## config.mk

```make
export PLATFORM = sky130hd
export DESIGN_NAME = mem_wb_stage
export DESIGN_NICKNAME = d
export VERILOG_FILES = /design/src/rtl/mem_wb_stage.sv
export SDC_FILE = /design/constraint.sdc
export NUM_CORES = 1
export LEC_CHECK = 0
export ABC_CLOCK_PERIOD_IN_PS = 3250
export BUFFER_PORTS_ARGS = -buffer_cell sky130_fd_sc_hd__buf_2
export CORE_ASPECT_RATIO = 1.25
export CORE_MARGIN = 5
export CORE_UTILIZATION = 60
export DETAILED_ROUTE_END_ITERATION = 10
export PLACE_DENSITY = 0.85
export SLEW_MARGIN = 10
export SYNTH_ARGS = -nofsm -noshare
export SYNTH_HDL_FRONTEND = slang
export SYNTH_SLANG_ARGS = --single-unit
```

## constraint.sdc

```tcl
create_clock -name clk_i -period 3.25 [get_ports clk_i]
set_input_delay 0.65 -clock clk_i [delete_from_list [all_inputs] [get_ports clk_i]]
set_output_delay 0.65 -clock clk_i [all_outputs]
set_load 0.02 [all_outputs]
```

## src/rtl/mem_wb_stage.sv

```systemverilog
// MEM/WB pipeline register with a 2-entry skid buffer, flush, MemToReg select,
// forwarding qualifiers and a retired-instruction counter.
module mem_wb_stage #(
  parameter int DATA_W     = 32,
  parameter int REG_ADDR_W = 5,
  parameter int CNT_W      = 16
) (
  input  logic                  clk_i,
  input  logic                  rst_i,
  input  logic                  flush_i,
  input  logic                  valid_i,
  output logic                  ready_o,
  input  logic [1:0]            WB_i,
  input  logic [DATA_W-1:0]     ReadData_i,
  input  logic [DATA_W-1:0]     ALUResult_i,
  input  logic [REG_ADDR_W-1:0] RegDst_i,
  output logic                  valid_o,
  input  logic                  ready_i,
  output logic                  RegWrite_o,
  output logic [REG_ADDR_W-1:0] RegDst_o,
  output logic [DATA_W-1:0]     WriteData_o,
  output logic                  fwd_valid_o,
  output logic [CNT_W-1:0]      retired_o
);

  typedef struct packed {
    logic [1:0]            wb;   // [0]=MemToReg, [1]=RegWrite
    logic [DATA_W-1:0]     rd;
    logic [DATA_W-1:0]     alu;
    logic [REG_ADDR_W-1:0] dst;
  } entry_t;

  entry_t            m_q, s_q, in_e;
  logic              m_vld, s_vld;
  logic [CNT_W-1:0]  cnt;
  logic              accept, handoff;

  assign in_e    = '{wb: WB_i, rd: ReadData_i, alu: ALUResult_i, dst: RegDst_i};
  assign ready_o = !s_vld;
  assign accept  = valid_i & ready_o;
  assign handoff = m_vld & ready_i;

  always_ff @(posedge clk_i or negedge rst_i) begin
    if (!rst_i) begin
      m_q   <= '0;
      s_q   <= '0;
      m_vld <= 1'b0;
      s_vld <= 1'b0;
      cnt   <= '0;
    end else if (flush_i) begin
      // Flush drops both entries and any coinciding input; no retire credit.
      m_vld <= 1'b0;
      s_vld <= 1'b0;
    end else begin
      if (handoff) cnt <= cnt + 1'b1;
      if (s_vld) begin
        if (handoff) begin
          m_q   <= s_q;
          s_vld <= 1'b0;
        end
      end else if (m_vld) begin
        if (accept && handoff) begin
          m_q <= in_e;
        end else if (handoff) begin
          m_vld <= 1'b0;
        end else if (accept) begin
          s_q   <= in_e;
          s_vld <= 1'b1;
        end
      end else if (accept) begin
        m_q   <= in_e;
        m_vld <= 1'b1;
      end
    end
  end

  assign valid_o     = m_vld;
  assign RegWrite_o  = m_vld & m_q.wb[1];
  assign RegDst_o    = m_q.dst;
  assign WriteData_o = m_q.wb[0] ? m_q.rd : m_q.alu;
  assign fwd_valid_o = RegWrite_o & (|m_q.dst);
  assign retired_o   = cnt;

endmodule

```

==> impl_results.md <==
- Number of global-route vias before repair: roughly 5200
- Wire length per cell: around 18 µm
- Port Buffer Count: 132
- Count of state elements after synthesis: 160
- CP cell instances: buf_4 > mux2_2 > buf_2
- Final Max Tran Viols: 0
- Main flop type after synthesis: sky130_fd_sc_hd__dfrtp_1
- Final design instance area without fill: between 8000 and 9000 µm²
- Result of the run: completed
- Source-to-sink clock delay at the later pin of the worst-skew pair: between 0.4 and 0.5 ns
- Global Route Usage Sum: ~23%
- Largest voltage drop on the vdd net: around 380 µV
- Leakage power: roughly 3.7 nW
- Utilization after layout: 72.6%
- Number of hold violations in the final report: 0
- Max-Slew Margin vs Limit: a little under two fifths
- Synthesized net count: roughly 650
- Critical path depth: 3
- Highest achievable clock rate: roughly 0.40 GHz
- Req. time, crit path: 2.60 ns
- Chip height: 132 µm
- Filler-free cell count of the finished design: between 800 and 900
- Buffers from clock root to sink, at most: 2
- Buf+Inv Stages, Crit Path: 2
- Path type of the worst setup path: reg2out
- RSZ-0062 raised after global routing: no
- Top cell type's share of synthesized area: 55.9%
- Overall power of the completed layout: approximately 5.9 mW
- Worst slew pin tran: 0.924 ns
- Reported max-cap violation count: 0
- Most instantiated library cell after synthesis: sky130_fd_sc_hd__dfrtp_1
- TritonCTS clock tree: built
- Most common library cells after synthesis: 160 x sky130_fd_sc_hd__dfrtp_1, 92 x sky130_fd_sc_hd__mux2_2, 73 x sky130_fd_sc_hd__a21oi_1, 73 x sky130_fd_sc_hd__nor2_1, 71 x sky130_fd_sc_hd__mux2i_1
- Largest stage delay on the critical path: 0.64 ns
- Synth cell types: 32
- Critical path's top delay family: flip-flops
- Antenna violation net count after detailed routing: 0
- Clk pin slew, worst setup/hold paths: 0.06 ns
- Detailed placement HPWL: ~10 mm
- CTS-repair resized insts: 0
- Vias: ~4900
- H-tree lvl count: 4
- Cell area reported after detailed placement: between 7000 and 8000 µm²
- Number of synthesized flops with an enable pin: 0
- Number of top-level pins: 133
- Category of the worst setup path launch point: flip-flop
- CTS root buf: sky130_fd_sc_hd__clkbuf_16
- Slowest-stage cell, CP: sky130_fd_sc_hd__dfrtp_2
- Floorplan row count: 44
- Die Width: between 100 and 150 µm
- Worst slack at placement: between 1 and 1.5 ns
- CP Capture Type: primary output
- DIE AREA: 14200 µm²
- Vias per std cell: between 5 and 6
- Setup WS post-layout: 0.725 ns
- Number of sinks handled by clock tree synthesis: 160
- Setup TNS: 0 ns
- Number of optimization iterations in the first detailed-route pass: 6
- Crit path arrival time: about 1.9 ns
- Area of the mapped netlist: 7160 µm²
- Antenna violations before repair: 3
- Final period demand of the worst path: between 2 and 3 ns
- Total length of routed wires: about 15 mm
- Pwr dens: ~700 nW/µm²
- DRC violations left: 0
- Pin count of the biggest net entering global routing: a little over 80
- Global-route congestion overflow total: 0
- Final setup skew: approximately 0.0075 ns
- Path class of the lowest-slack min-delay path: in2async
- Area Growth Syn to Fin: 18.2%
- Register area share after synthesis: between 50% and 60%
- Layout cell share with drive strength beyond 1: around two fifths
- Starting DRT DRC Count: about 230
- Effective utilization at floorplan: 61.4%
- Placed cell count: 839
- Number of buffers inserted by post-CTS setup repair: 0
- CP Max Fanout: 17
- Area of the core: ~12000 µm²
- Cell types occupying the most area after synthesis: sky130_fd_sc_hd__dfrtp_1 56%, sky130_fd_sc_hd__mux2_2 14%, sky130_fd_sc_hd__mux2i_1 9.9%
- Total of warnings raised by yosys: 0
- Synth Area per Inst: approximately 12 µm²
- Wire length of the first global-routing pass: ~25 mm
- Share of synthesized registers carrying an async set or reset: between 90% and 100%
- Gp weighted congestion: a little over 0.8
- Number of cells on the worst reg-to-reg path: 5
- Worst hold-check slack: between 0.2 and 0.3 ns
- Number of buffers added to fix hold violations after cts: 0
- Number of setup violations in the final report: 0
- Clock buffer count from CTS: 17
- Cell type with the highest aggregate area in the netlist: sky130_fd_sc_hd__dfrtp_1
- Ratio of final minimum period to clock period: ~78%
- Number of nets in the final layout: around 770
- Post-Synthesis Cells: approximately 580
==> state kept, by name (all words and copies together), names as in the netlist <==
name       cells
valid_o        1
s_q           71
RegDst_o       5
s_vld          1
retired_o     16
m_q           66
==> cells in the final DEF (no fill, tap or decap), drive strengths merged, types with 2 or more instances in the layout <==
master and instances:
xor2 6, clkbuf 19, nand4 3, mux2i 71
dfrtp 160, diode 2, and3 2, buf 143
nor2 73, nor4 2, xnor2 9, clkinvlp 3
nand3 3, clkinv 6, bufinv 2, inv 5
nor3 5, mux2 104, nand2 8, a21oi 73
==> layer usage <==
| layer | wire length (µm) | up-vias | global-route usage, % |
|---|---|---|---|
| li1 | - | 2254 | - |
| met1 | 6330 | 2447 | 28.5 |
| met2 | 7990 | 139 | 37.1 |
| met3 | 803 | 29 | 6.37 |
| met4 | 311 | 2 | 8.70 |
| met5 | 20 | - | 0 |
==> area by class of cell <==
cell class / count / area, µm²
diodes: 2 / 5.00
clock buffers: 19 / 453
clock inverters: 11 / 116
fillers: 820 / 3200
inverters: 5 / 18.8
multi-input cells: 370 / 2900
flip-flops and latches: 160 / 4010
well taps: 161 / 201
repair buffers: 143 / 762
==> cells by family after synthesis <==
family	synth area share (%)
multiplexers	26.3
flip-flops	55.9
AND/OR/NAND/NOR	6.51
AO/OA/AOI/OAI	5.59
buffers and inverters	3.74
XOR/XNOR	1.83
adder cells (fa/ha/maj)	0.175
==> worst paths after layout <==
path | startpoint | to | slack, ns
worst max-delay path | m_q[69] | WriteData_o[23] | 0.73
worst min-delay path | rst_i | m_q[62] | 0.27
max in group asynchronous | rst_i | s_q[45] | 2.17
worst max register to register | s_vld | m_q[64] | 1.06
min in group clk_i | ALUResult_i[6] | s_q[11] | 0.47
worst min register to register | retired_o[15] | retired_o[15] | 0.48
==> report_power, final <==
group          switching [mW]  internal [mW]  leakage (nW)
logic                   0.659          0.606          1.56
clock network           0.765           1.16         0.276
registers               0.293           2.45          1.88
(Power assumes the default switching activity.)
